`src/rtl/div_unit.sv`:
```
// Iterative restoring radix-2 divider for DIV/DIVU: {remainder, quotient} for HI/LO.
// Start/ready handshake, signed and unsigned modes, divide-by-zero fast path, cancel.
module div_unit #(
    parameter int DATA_W = 32
) (
    input  logic                  clk,
    input  logic                  rst,
    input  logic                  start_i,
    input  logic                  signed_i,
    input  logic [DATA_W-1:0]     dividend_i,
    input  logic [DATA_W-1:0]     divisor_i,
    input  logic                  cancel_i,
    output logic [2*DATA_W-1:0]   result_o,
    output logic                  ready_o,
    output logic                  busy_o
);

    localparam int CNT_W = $clog2(DATA_W);

    typedef enum logic [1:0] {
        IDLE,
        CALC,
        DONE
    } state_t;

    state_t             state;
    state_t             state_next;
    logic [CNT_W-1:0]   cnt;
    logic [DATA_W-1:0]  rem;
    logic [DATA_W-1:0]  dvd;
    logic [DATA_W-1:0]  dsr;
    logic               neg_q;
    logic               neg_r;

    logic               dividend_neg;
    logic               divisor_neg;
    logic [DATA_W-1:0]  dividend_mag;
    logic [DATA_W-1:0]  divisor_mag;
    logic               divisor_zero;

    logic [DATA_W:0]    shifted;
    logic [DATA_W:0]    trial;
    logic               take;
    logic [DATA_W-1:0]  rem_step;
    logic [DATA_W-1:0]  dvd_step;
    logic [DATA_W-1:0]  q_fix;
    logic [DATA_W-1:0]  r_fix;
    logic               last;

    // Operand magnitudes; 0x80000000 maps onto itself, which the unsigned core handles.
    always_comb begin
        dividend_neg = signed_i & dividend_i[DATA_W-1];
        divisor_neg  = signed_i & divisor_i[DATA_W-1];
        dividend_mag = dividend_neg ? -dividend_i : dividend_i;
        divisor_mag  = divisor_neg  ? -divisor_i  : divisor_i;
        divisor_zero = (divisor_i == '0);
    end

    // One restoring step: bit DATA_W of the 33-bit difference is the borrow.
    always_comb begin
        shifted  = {rem, dvd[DATA_W-1]};
        trial    = shifted - {1'b0, dsr};
        take     = ~trial[DATA_W];
        rem_step = take ? trial[DATA_W-1:0] : shifted[DATA_W-1:0];
        dvd_step = {dvd[DATA_W-2:0], take};
        q_fix    = neg_q ? -dvd_step : dvd_step;
        r_fix    = neg_r ? -rem_step : rem_step;
        last     = (cnt == CNT_W'(DATA_W - 1));
    end

    always_comb begin
        state_next = state;
        case (state)
            IDLE: begin
                if (start_i) begin
                    state_next = divisor_zero ? DONE : CALC;
                end
            end
            CALC: begin
                if (cancel_i) begin
                    state_next = IDLE;
                end else if (last) begin
                    state_next = DONE;
                end
            end
            DONE: begin
                state_next = IDLE;
            end
            default: begin
                state_next = IDLE;
            end
        endcase
    end

    always_ff @(posedge clk) begin
        if (rst) begin
            state <= IDLE;
        end else begin
            state <= state_next;
        end
    end

    always_ff @(posedge clk) begin
        if (rst) begin
            cnt      <= '0;
            rem      <= '0;
            dvd      <= '0;
            dsr      <= '0;
            neg_q    <= 1'b0;
            neg_r    <= 1'b0;
            result_o <= '0;
        end else begin
            case (state)
                IDLE: begin
                    if (start_i) begin
                        cnt   <= '0;
                        rem   <= '0;
                        dvd   <= dividend_mag;
                        dsr   <= divisor_mag;
                        neg_q <= dividend_neg ^ divisor_neg;
                        neg_r <= dividend_neg;
                        if (divisor_zero) begin
                            result_o <= {dividend_i, {DATA_W{1'b1}}};
                        end
                    end
                end
                CALC: begin
                    // Cancel beats the final iteration: result_o must not move.
                    if (cancel_i) begin
                        cnt <= '0;
                    end else begin
                        cnt <= cnt + 1'b1;
                        rem <= rem_step;
                        dvd <= dvd_step;
                        if (last) begin
                            result_o <= {r_fix, q_fix};
                        end
                    end
                end
                default: begin
                end
            endcase
        end
    end

    assign ready_o = (state == DONE);
    assign busy_o  = (state != IDLE);

endmodule

```
`config.mk`:
```
export PLATFORM = sky130hd
export DESIGN_NAME = div_unit
export DESIGN_NICKNAME = d
export VERILOG_FILES = /design/src/rtl/div_unit.sv
export SDC_FILE = /design/constraint.sdc
export NUM_CORES = 1
export LEC_CHECK = 0
export BUFFER_PORTS_ARGS = -buffer_cell sky130_fd_sc_hd__buf_4
export CORE_MARGIN = 5
export CORE_UTILIZATION = 40
export DETAILED_ROUTE_END_ITERATION = 6
export PLACE_DENSITY_LB_ADDON = 0.25
export SLEW_MARGIN = 20
export SYNTH_ARGS = -nofsm -noshare
export SYNTH_HDL_FRONTEND = slang
export SYNTH_SLANG_ARGS = --single-unit
export TNS_END_PERCENT = 5
```
`constraint.sdc`:
```
create_clock -name clk -period 5.45 [get_ports clk]
set_input_delay 0.2725 -clock clk [delete_from_list [all_inputs] [get_ports clk]]
set_output_delay 0.2725 -clock clk [all_outputs]
set_load 0.005 [all_outputs]
```
==> results of run 1 <==
## power by group through the flow
stage	logic [mW]	clock network, mW	registers, mW
after CTS	0.662	1.28	1.33
after global routing	0.745	1.33	1.33
final	0.664	1.25	1.33
after floorplan	0.488	0	1.34
after global placement	0.656	0	1.35
after detailed placement	0.659	0	1.36
## flip-flops by register name (all words and copies together), names as in the netlist
name      cells
result_o     64
dsr          32
dvd          32
rem          32
cnt           5
state         2
neg_q         1
neg_r         1
## layer usage
| layer | up-vias | GRT usage, % |
|---|---|---|
| li1 | 5872 | - |
| met1 | 5141 | 28.2 |
| met2 | 302 | 31.9 |
| met3 | 49 | 2.99 |
| met4 | 0 | 6.09 |
| met5 | - | 0 |
## cells in the mapped netlist (7+ instances only)
| library cell | number |
|---|---|
| a21o_1 | 11 |
| and2_1 | 11 |
| nor4_1 | 21 |
| a31oi_1 | 12 |
| o211ai_1 | 22 |
| inv_1 | 53 |
| nand4_1 | 10 |
| nand2b_1 | 12 |
| clkbuf_1 | 83 |
| buf_1 | 9 |
| o21a_1 | 10 |
| mux2_2 | 9 |
| a211oi_1 | 70 |
| a311oi_1 | 32 |
| mux2i_1 | 20 |
| nor2_1 | 266 |
| dfxtp_1 | 169 |
| nand3_1 | 26 |
| or3_1 | 27 |
| o41ai_1 | 11 |
| o31ai_1 | 19 |
| o21ai_0 | 77 |
| o211a_1 | 8 |
| nand2_1 | 140 |
| and3_1 | 7 |
| a22oi_1 | 24 |
| nor3_1 | 40 |
| ha_1 | 38 |
| a21oi_1 | 131 |
| xnor2_1 | 65 |
| xor2_1 | 63 |
| buf_2 | 11 |
## path summary, 6_finish.rpt
check / cells after the start / to / slack, ns / startpoint
worst max-delay path: 21 / result_o[60]$_SDFFE_PP0P_ / 0.69 / dvd[31]$_SDFFE_PP0P_
worst min-delay path: 3 / dsr[1]$_SDFFE_PP0P_ / 0.12 / divisor_i[1]
worst max register to register: 21 / result_o[60]$_SDFFE_PP0P_ / 0.69 / dvd[31]$_SDFFE_PP0P_
worst min register to register: 2 / dsr[22]$_SDFFE_PP0P_ / 0.46 / dsr[22]$_SDFFE_PP0P_
## layout make-up
cell class                      instances  area [sq um]  share of cell area (%)
Multi-Input combinational cell       1266          7870                    57.7
Sequential cell                       169          3380                    24.8
Timing Repair Buffer                  146          1100                    8.03
Tap cell                              390           488                    3.58
Clock buffer                           17           425                    3.12
Inverter                               55           206                    1.51
Clock inverter                         15           179                    1.31
## critical path, delay by kind of cell (launching register included)
family,cells,cell delay [ns]
buffers and inverters,3,0.20
DFF,1,0.36
muxes,1,0.39
adders and majority gates,3,0.63
and+or+nand+nor,6,1.13
AOI/OAI and AO/OA,6,1.58
xor gates and xnor gates,2,0.37
## through the flow
step | hold WS, ns | instances | instance area [sq um] | power, mW | util (%)
global placement | 0.444 | 2026 | 13000 | 2.01 | 44.2
finish | 0.124 | 2058 | 13600 | 3.24 | 46.3
CTS | 0.112 | 2058 | 13600 | 3.27 | 46.3
floorplan | 0.408 | 1596 | 11900 | 1.82 | -
detailed placement | 0.455 | 2026 | 13000 | 2.01 | 44.2
global route | 0.128 | 2058 | 13600 | 3.41 | 46.3
## logic make-up (layout without fill, tap and decap cells)
| kind of cell | count (synthesis) | after routing | synth area share (%) |
|---|---|---|---|
| XOR/XNOR | 129 | 129 | 9.69 |
| AND/OR/NAND/NOR | 595 | 595 | 22.7 |
| buffers and inverters | 161 | 233 | 5.34 |
| AO/OA/AOI/OAI | 474 | 474 | 27.1 |
| flip-flops | 169 | 169 | 28.5 |
| multiplexers | 29 | 29 | 2.54 |
| adder cells (fa/ha/maj) | 39 | 39 | 4.18 |
==> results.sh, run 1 <==
export IMPL_status="complete, no violations"
export IMPL_synth_main_ff_cell="dfxtp_1"
export IMPL_cp_end_kind="flip-flop"
export IMPL_ctsHoldBuffers=0
export IMPL_syn_area_sq_um=11900
export IMPL_die_area_sq_um=33200
export IMPL_ios=135
export IMPL_start_util_pct=40.2
export IMPL_period_share_pct=87.4
export IMPL_cp_required_ns=5.78
export IMPL_numCtsBuffers=17
export IMPL_cts_tree="yes"
export IMPL_cts_clk_slew_worst_paths_ns=0.08
export IMPL_fin_setup_tns_ns=0
export IMPL_cp_start_kind="flip-flop"
export IMPL_pwr_share_comb_pct=20.5
export IMPL_clkPwrFrac_pct=38.6
export IMPL_synthCells=1596
export IMPL_cts_sinks=169
export IMPL_crit_top_cell="inv_1"
export IMPL_maxSlewViolCount=0
export IMPL_synth_top_area_share_pct=28.5
export IMPL_synth_edf_count=0
export IMPL_hold_class="in2reg"
export IMPL_finalWorstSetupSlack_ns=0.688
export IMPL_ys_warnings_count=0
export IMPL_tightest_slew_ns=1.05
export IMPL_dr_max_layer_used="met4"
export IMPL_via_per_inst=5.52
export IMPL_core_area_sq_um=29500
export IMPL_finClkSkew_ns=0.0140
export IMPL_die_height_microns=182
export IMPL_relSlewSlack_pct=30.1
export IMPL_num_rows=63
export IMPL_routed_wl_met3_mm=1.63
export IMPL_worstPathMaxFanout=5
export IMPL_insertion_delay_ns=0.44
export IMPL_slowest_delay_ns=0.39
export IMPL_ys_seq_area_share_pct=28.5
export IMPL_peakVddDrop_v=0.000210
export IMPL_internal_power_mw=2.19
export IMPL_pre_cts_slack_ns=0.689
export IMPL_syn_nets=1704
export IMPL_port_buffers=134
export IMPL_cp_cell_sequence="inv_1 > ha_1 > inv_1 > fa_1 > a211oi_1 > o211ai_1 > nand2_1 > a211o_1 > o21ai_4 > xor2_4 > mux2_2 > inv_1 > ha_1 > nand2_1 > or3_4 > nor4_2 > nand3_1 > and2_4 > o41ai_4 > xnor2_1 > a2111oi_2"
export IMPL_synthArstFlopShare_pct=0
export IMPL_p_sw_share_pct=32.6
export IMPL_syn_to_final_growth_pct=15.1
export IMPL_final_hold_viol_count=0
export IMPL_maxCapViolCount=0
export IMPL_antenna_found_initial=0
export IMPL_met1_length_mm=16.8
export IMPL_wl_mm=34.5
export IMPL_crit_type="reg2reg"
export IMPL_netlist_top_cells_area="dfxtp_1, nor2_1, a21oi_1, xnor2_1, xor2_1"
export IMPL_grt_pass1_wl_mm=55.3
export IMPL_grt_ovfl_total=0
export IMPL_dp_hpwl_mm=25.9
export IMPL_gp_congestion=0.881
export IMPL_setup_violations=0
export IMPL_post_cts_buffers=0
export IMPL_fin_crit_ns=4.76
export IMPL_grt_max_degree=96
export IMPL_final_net_count=1763
export IMPL_htree_levels=4
export IMPL_synthDistinctLibCells=81
export IMPL_critPathArrivalTime_ns=5.09
export IMPL_ant_nets=0
export IMPL_drtPass1Iterations=5
export IMPL_dr_first_iter_drc_count=783
export IMPL_antenna_cells=0
export IMPL_grt_setup_unrepaired="no"
export IMPL_wl_met2_mm=15.3
export IMPL_layout_commonest_cell="nor2_1"
export IMPL_root_buffer="clkbuf_16"
export IMPL_drive_gt1_share_pct=13.0
export IMPL_synth_seq_cells=169
export IMPL_max_freq_mhz=210
export IMPL_share_seq_of_total_power_pct=40.9
export IMPL_crit_slowest_cell="mux2_2"
export IMPL_cellPowerDensity_nw_per_um2=238
export IMPL_drc=0
export IMPL_grt_pass1_vias=10600
export IMPL_cts_buffer_depth=2
export IMPL_die_w_microns=182
export IMPL_yosys_area_top_type="dfxtp_1"
export IMPL_grt_total_usage_pct=20.1
export IMPL_p_sw_mw=1.06
export IMPL_avgSynthCellArea_sq_um=7.43
export IMPL_fill_cells=3078
export IMPL_p_leak_nw=5.42
export IMPL_final_cell_mix="nor2_1, dfxtp_1, buf_4"
export IMPL_vias=11400
export IMPL_cts_resized_gates=0
export IMPL_drt_wirelength_per_cell_microns=16.8
(Power assumes the default switching activity.)
==> run 2, diff against run 1 <==
Clock period 5.45 ns to 5.1 ns, I/O delays scaled along.
==> run 2 against run 1 <==
Against the previous run:
- final cell count up 0.29%
- clock-buffer cell count stayed put
- clock skew shrank 0.0010 ns
- critical path type unchanged
- largest power group unchanged
- hold slack lost 0.0027 ns
==> results.sh, run 2 (synthesized netlist as in run 1, its figures left out) <==
export IMPL_hold_class="in2reg"
export IMPL_top_register="result_o"
export IMPL_relSlewSlack_pct=34.9
export IMPL_cp_required_ns=5.43
export IMPL_rr_worst_depth=21
export IMPL_ant_nets=0
export IMPL_period_share_pct=92.6
export IMPL_maxCapViolCount=0
export IMPL_setup_violations=0
export IMPL_cp_end_kind="flip-flop"
export IMPL_regToRegEndpoint="result_o[60]$_SDFFE_PP0P_"
export IMPL_die_area_sq_um=33200
export IMPL_drive_gt1_share_pct=13.5
export IMPL_tightest_slew_ns=0.976
export IMPL_dr_first_iter_drc_count=823
export IMPL_final_net_count=1769
export IMPL_regArea_sq_um=3380
export IMPL_num_rows=63
export IMPL_cts_buffer_depth=2
export IMPL_slowest_delay_ns=0.40
export IMPL_grt_setup_unrepaired="no"
export IMPL_crit_slowest_cell="mux2_2"
export IMPL_core_area_sq_um=29500
export IMPL_via_per_inst=5.54
export IMPL_vias=11400
export IMPL_numCtsBuffers=17
export IMPL_die_w_microns=182
export IMPL_share_seq_of_total_power_pct=41.5
export IMPL_grt_pass1_vias=10600
export IMPL_hold_depth=3
export IMPL_clkPwrFrac_pct=37.5
export IMPL_antenna_found_initial=0
export IMPL_maxSlewViolCount=0
export IMPL_status="complete, no violations"
export IMPL_finClkSkew_ns=0.0130
export IMPL_grt_ovfl_total=0
export IMPL_fill_cells=3065
export IMPL_p_sw_share_pct=32.9
export IMPL_reg2reg_from="dvd[31]$_SDFFE_PP0P_"
export IMPL_internal_power_mw=2.29
export IMPL_cts_tree="yes"
export IMPL_layout_commonest_cell="nor2_1"
export IMPL_syn_to_final_growth_pct=15.3
export IMPL_final_cell_mix="nor2_1, dfxtp_1, buf_4"
export IMPL_drtPass1Iterations=5
export IMPL_die_height_microns=182
export IMPL_fin_crit_ns=4.72
export IMPL_worstPathMaxFanout=5
export IMPL_multi_input_area_sq_um=7880
export IMPL_ctsHoldBuffers=0
export IMPL_p_leak_nw=5.43
export IMPL_htree_levels=4
export IMPL_start_util_pct=40.2
export IMPL_crit_top_cell="inv_1"
export IMPL_crit_start="dvd[31]$_SDFFE_PP0P_"
export IMPL_cp_start_kind="flip-flop"
export IMPL_cts_sinks=169
export IMPL_largest_reg_flops=64
export IMPL_gp_congestion=0.900
export IMPL_r2r_setup_slack_ns=0.38
export IMPL_peakVddDrop_v=0.000217
export IMPL_port_buffers=134
export IMPL_root_buffer="clkbuf_16"
export IMPL_crit_type="reg2reg"
export IMPL_critPathCapture="result_o[60]$_SDFFE_PP0P_"
export IMPL_fin_setup_tns_ns=0
export IMPL_fin_util_pct=46.4
export IMPL_critPathArrivalTime_ns=5.05
export IMPL_drc=0
export IMPL_ios=135
export IMPL_insertion_delay_ns=0.43
export IMPL_grt_total_usage_pct=20.0
export IMPL_final_hold_viol_count=0
export IMPL_cts_clk_slew_worst_paths_ns=0.08
export IMPL_dp_hpwl_mm=26.0
export IMPL_grt_max_degree=96
export IMPL_antenna_cells=0
export IMPL_drt_wirelength_per_cell_microns=16.7
export IMPL_grt_pass1_wl_mm=55.4
export IMPL_cp_cell_sequence="inv_1 > ha_1 > inv_1 > fa_1 > a211oi_2 > o211ai_1 > nand2_1 > a211o_1 > o21ai_4 > xor2_4 > mux2_2 > inv_1 > ha_1 > nand2_1 > or3_4 > nor4_2 > nand3_1 > and2_4 > o41ai_4 > xnor2_1 > a2111oi_2"
export IMPL_cellPowerDensity_nw_per_um2=250
export IMPL_pwr_share_comb_pct=21.0
export IMPL_max_freq_mhz=212
export IMPL_wl_mm=34.4
export IMPL_p_sw_mw=1.12
## run 2: how the worst min path moves through the flow
stage                         start                         to  slack [ns]
2_1_floorplan          divisor_i[0]        dsr[0]$_SDFFE_PP0P_        0.39
3_3_place_gp   dsr[31]$_SDFFE_PP0P_       dsr[31]$_SDFFE_PP0P_        0.45
3_5_place_dp   dsr[31]$_SDFFE_PP0P_       dsr[31]$_SDFFE_PP0P_        0.45
4_1_cts               dividend_i[3]  result_o[35]$_SDFFE_PP0P_        0.10
5_1_grt               divisor_i[13]       dsr[13]$_SDFFE_PP0P_        0.12
6_report              dividend_i[3]  result_o[35]$_SDFFE_PP0P_        0.12
## run 2: per-stage QoR
stage	instances	setup slack [ns]	area (sq um)	total power, mW	hold WS (ns)
2_1_floorplan	1596	0.399	11900	1.95	0.391
3_3_place_gp	2031	0.327	13100	2.15	0.447
3_5_place_dp	2031	0.235	13100	2.16	0.449
4_1_cts	2063	0.218	13700	3.43	0.102
5_1_grt	2064	0.00965	13700	3.59	0.122
6_report	2064	0.380	13700	3.41	0.121
## run 2: cell type report
type | instances | share of cell area (%)
timing repair buffer | 152 | 8.35
tap | 390 | 3.57
clock buffer | 17 | 3.11
inverter | 55 | 1.51
clock inverter | 15 | 1.09
sequential | 169 | 24.7
multi-input combinational | 1266 | 57.6
## run 2: critical path: cells and delay by family, from the launching register on
kind	cells	cell delay, ns
compound gates	6	1.54
buf+inv	3	0.20
mux	1	0.40
fa+ha+maj	3	0.64
flops	1	0.36
simple gates	6	1.13
xor+xnor	2	0.35
## run 2: power groups by stage
stage                     Sequential (mW)  Combinational (mW)  Clock [mW]
after floorplan                      1.43               0.521           0
after CTS                            1.42               0.712        1.31
after detailed placement             1.45               0.709           0
after global routing                 1.43               0.800        1.36
final                                1.42               0.716        1.28
after global placement               1.45               0.707           0
## run 2: repair_timing
| item | 4_1_cts | 5_1_grt |
|---|---|---|
| setup buffers | 0 | 1 |
| endpoints found under the setup margin | 0 | 2 |
| endpoints found under the hold margin | 0 | 0 |
| gates resized for setup | 0 | 3 |
## run 2: layer usage
layer | GRT usage, % | share of wire (%) | routed length (microns)
met5 | 0 | 0 | 0
met4 | 4.23 | 1.1 | 391
met3 | 2.65 | 5.3 | 1830
met2 | 31.9 | 44 | 15300
met1 | 29.0 | 49 | 17000
==> run 3, diff against run 2 <==
Settings changed: SETUP_SLACK_MARGIN set to 0.1.
Clock period 5.1 ns to 5.6 ns, I/O delays scaled along.
==> run 3 against run 2 <==
Against the previous run:
- final area shrank 0.35%
- fmax down 2.1%
- wire length is 0.80% lower
- final cell count decreased by 0.29%
- sequential share of layout area is 0.086 points higher
- critical path depth is the same
- sequential power decreased by 9%
- via count decreased by 0.21%
- clock power is 9% lower
- worst setup slack improved by 0.40 ns
- largest cell class unchanged
==> results.sh, run 3 (synthesized netlist as in run 1, its figures left out) <==
export IMPL_fin_setup_tns_ns=0
export IMPL_grt_pass1_vias=10600
export IMPL_cts_tree="yes"
export IMPL_ctsHoldBuffers=0
export IMPL_cellPowerDensity_nw_per_um2=228
export IMPL_die_w_microns=182
export IMPL_final_hold_viol_count=0
export IMPL_cp_required_ns=5.93
export IMPL_worstPathMaxFanout=5
export IMPL_via_per_inst=5.55
export IMPL_ios=135
export IMPL_largest_reg_flops=64
export IMPL_reg2reg_from="dvd[31]$_SDFFE_PP0P_"
export IMPL_fill_cells=3038
export IMPL_vias=11400
export IMPL_crit_top_cell="inv_1"
export IMPL_grt_pass1_wl_mm=55.4
export IMPL_post_cts_buffers=0
export IMPL_gp_congestion=0.896
export IMPL_final_net_count=1763
export IMPL_fin_hold_ws_ns=0.138
export IMPL_core_area_sq_um=29500
export IMPL_drc=0
export IMPL_hold_class="in2reg"
export IMPL_cts_clk_slew_worst_paths_ns=0.07
export IMPL_max_freq_mhz=207
export IMPL_p_leak_nw=5.40
export IMPL_peakVddDrop_v=0.000201
export IMPL_top_register="result_o"
export IMPL_num_rows=63
export IMPL_r2r_setup_slack_ns=0.78
export IMPL_maxCapViolCount=0
export IMPL_status="complete, no violations"
export IMPL_finalWorstSetupSlack_ns=0.779
export IMPL_dp_hpwl_mm=26.0
export IMPL_layout_cells_non_filler=2058
export IMPL_grt_ovfl_total=0
export IMPL_antenna_cells=0
export IMPL_maxSlewViolCount=0
export IMPL_htree_levels=4
export IMPL_crit_buf_inv=3
export IMPL_antenna_found_initial=0
export IMPL_insertion_delay_ns=0.44
export IMPL_rr_worst_depth=21
export IMPL_pre_cts_slack_ns=0.781
export IMPL_drive_gt1_share_pct=12.9
export IMPL_cts_resized_gates=0
export IMPL_period_share_pct=86.1
export IMPL_drt_wirelength_per_cell_microns=16.6
export IMPL_die_height_microns=182
export IMPL_crit_type="reg2reg"
export IMPL_setup_violations=0
export IMPL_power_mw=3.10
export IMPL_wl_mm=34.2
export IMPL_drtPass1Iterations=5
export IMPL_final_cell_mix="nor2_1, dfxtp_1, buf_4"
export IMPL_tightest_slew_ns=1.07
export IMPL_hold_depth=3
export IMPL_crit_slowest_cell="mux2_2"
export IMPL_dr_first_iter_drc_count=690
export IMPL_slowest_delay_ns=0.39
export IMPL_relSlewSlack_pct=28.3
export IMPL_worstHoldStart="dividend_i[14]"
export IMPL_start_util_pct=40.2
export IMPL_cts_buffer_depth=2
export IMPL_layout_commonest_cell="nor2_1"
export IMPL_holdPathEnd="result_o[46]$_SDFFE_PP0P_"
export IMPL_place_inst=2026
export IMPL_port_buffers=134
export IMPL_finClkSkew_ns=0.00722
export IMPL_grt_total_usage_pct=20.1
export IMPL_ant_nets=0
export IMPL_cp_end_kind="flip-flop"
export IMPL_die_area_sq_um=33200
export IMPL_fin_crit_ns=4.82
export IMPL_root_buffer="clkbuf_16"
export IMPL_syn_to_final_growth_pct=14.9
export IMPL_cts_sinks=169
export IMPL_cp_start_kind="flip-flop"
export IMPL_regToRegEndpoint="result_o[60]$_SDFFE_PP0P_"
export IMPL_cp_top_family="compound AO/OA/AOI/OAI gates"
export IMPL_grt_max_degree=96
export IMPL_critPathArrivalTime_ns=5.15
export IMPL_cp_cell_sequence="inv_1 > ha_1 > inv_1 > fa_1 > a211oi_1 > o211ai_1 > nand2_1 > a211o_1 > o21ai_4 > xor2_4 > mux2_2 > inv_1 > ha_1 > nand2_1 > or3_4 > nor4_2 > nand3_1 > and2_4 > o41ai_4 > xnor2_1 > a2111oi_2"
export IMPL_numCtsBuffers=17
export IMPL_grt_setup_unrepaired="no"
==> run 3: cell types whose count changed in the layout (fill, tap and decap cells not counted), moves of 2 or more <==
cell | before | now
inv_8 | 6 | 1
clkinv_4 | 2 | 5
ha_1 | 36 | 38
ha_2 | 2 | 0
buf_4 | 152 | 145
==> run 3: how the worst max path moves through the flow <==
stage / start / endpoint / slack, ns / cells past startpoint
5_1_grt: dvd[31]$_SDFFE_PP0P_ / result_o[62]$_SDFFE_PP0P_ / 0.37 / 21
4_1_cts: dvd[31]$_SDFFE_PP0P_ / result_o[60]$_SDFFE_PP0P_ / 0.76 / 21
2_1_floorplan: dvd[31]$_SDFFE_PP0P_ / result_o[60]$_SDFFE_PP0P_ / 0.90 / 24
6_report: dvd[31]$_SDFFE_PP0P_ / result_o[60]$_SDFFE_PP0P_ / 0.78 / 21
3_5_place_dp: dvd[31]$_SDFFE_PP0P_ / result_o[60]$_SDFFE_PP0P_ / 0.78 / 21
3_3_place_gp: dvd[31]$_SDFFE_PP0P_ / result_o[60]$_SDFFE_PP0P_ / 0.94 / 21
==> run 3: tightest hold or removal path, cell delays in order <==
cell	delay, ns
buf_4	0.13
nand2_1	0.05
a31oi_1	0.06
==> run 3: cell type report <==
class	instances	area, sq um	share of cell area, %
multi-input cells	1266	7870	57.8
flip-flops and latches	169	3380	24.8
repair buffers	146	1110	8.14
well taps	390	488	3.58
clock buffers	18	429	3.15
inverters	55	206	1.52
clock inverters	14	140	1.03
==> run 3: routing by layer <==
layer / vias up / share of wire (%) / global-route usage [%]
met3: 46 / 5.5 / 3.63
met2: 275 / 44 / 31.6
li1: 5879 / - / -
met5: - / 0 / 0
met4: 0 / 2.4 / 5.91
met1: 5218 / 48 / 28.3
==> run 3: power breakdown <==
| group | switching, mW | internal, mW | leakage (nW) |
|---|---|---|---|
| registers | 0.0453 | 1.24 | 1.37 |
| clock network | 0.539 | 0.623 | 0.274 |
| logic | 0.404 | 0.243 | 3.75 |
| total | 0.989 | 2.11 | 5.40 |
==> run 3: per-stage QoR <==
step,cell area (sq um),utilization [%]
after floorplan,11900,-
after global placement,13100,44.3
after detailed placement,13100,44.3
after CTS,13600,46.2
after global routing,13600,46.2
final,13600,46.2
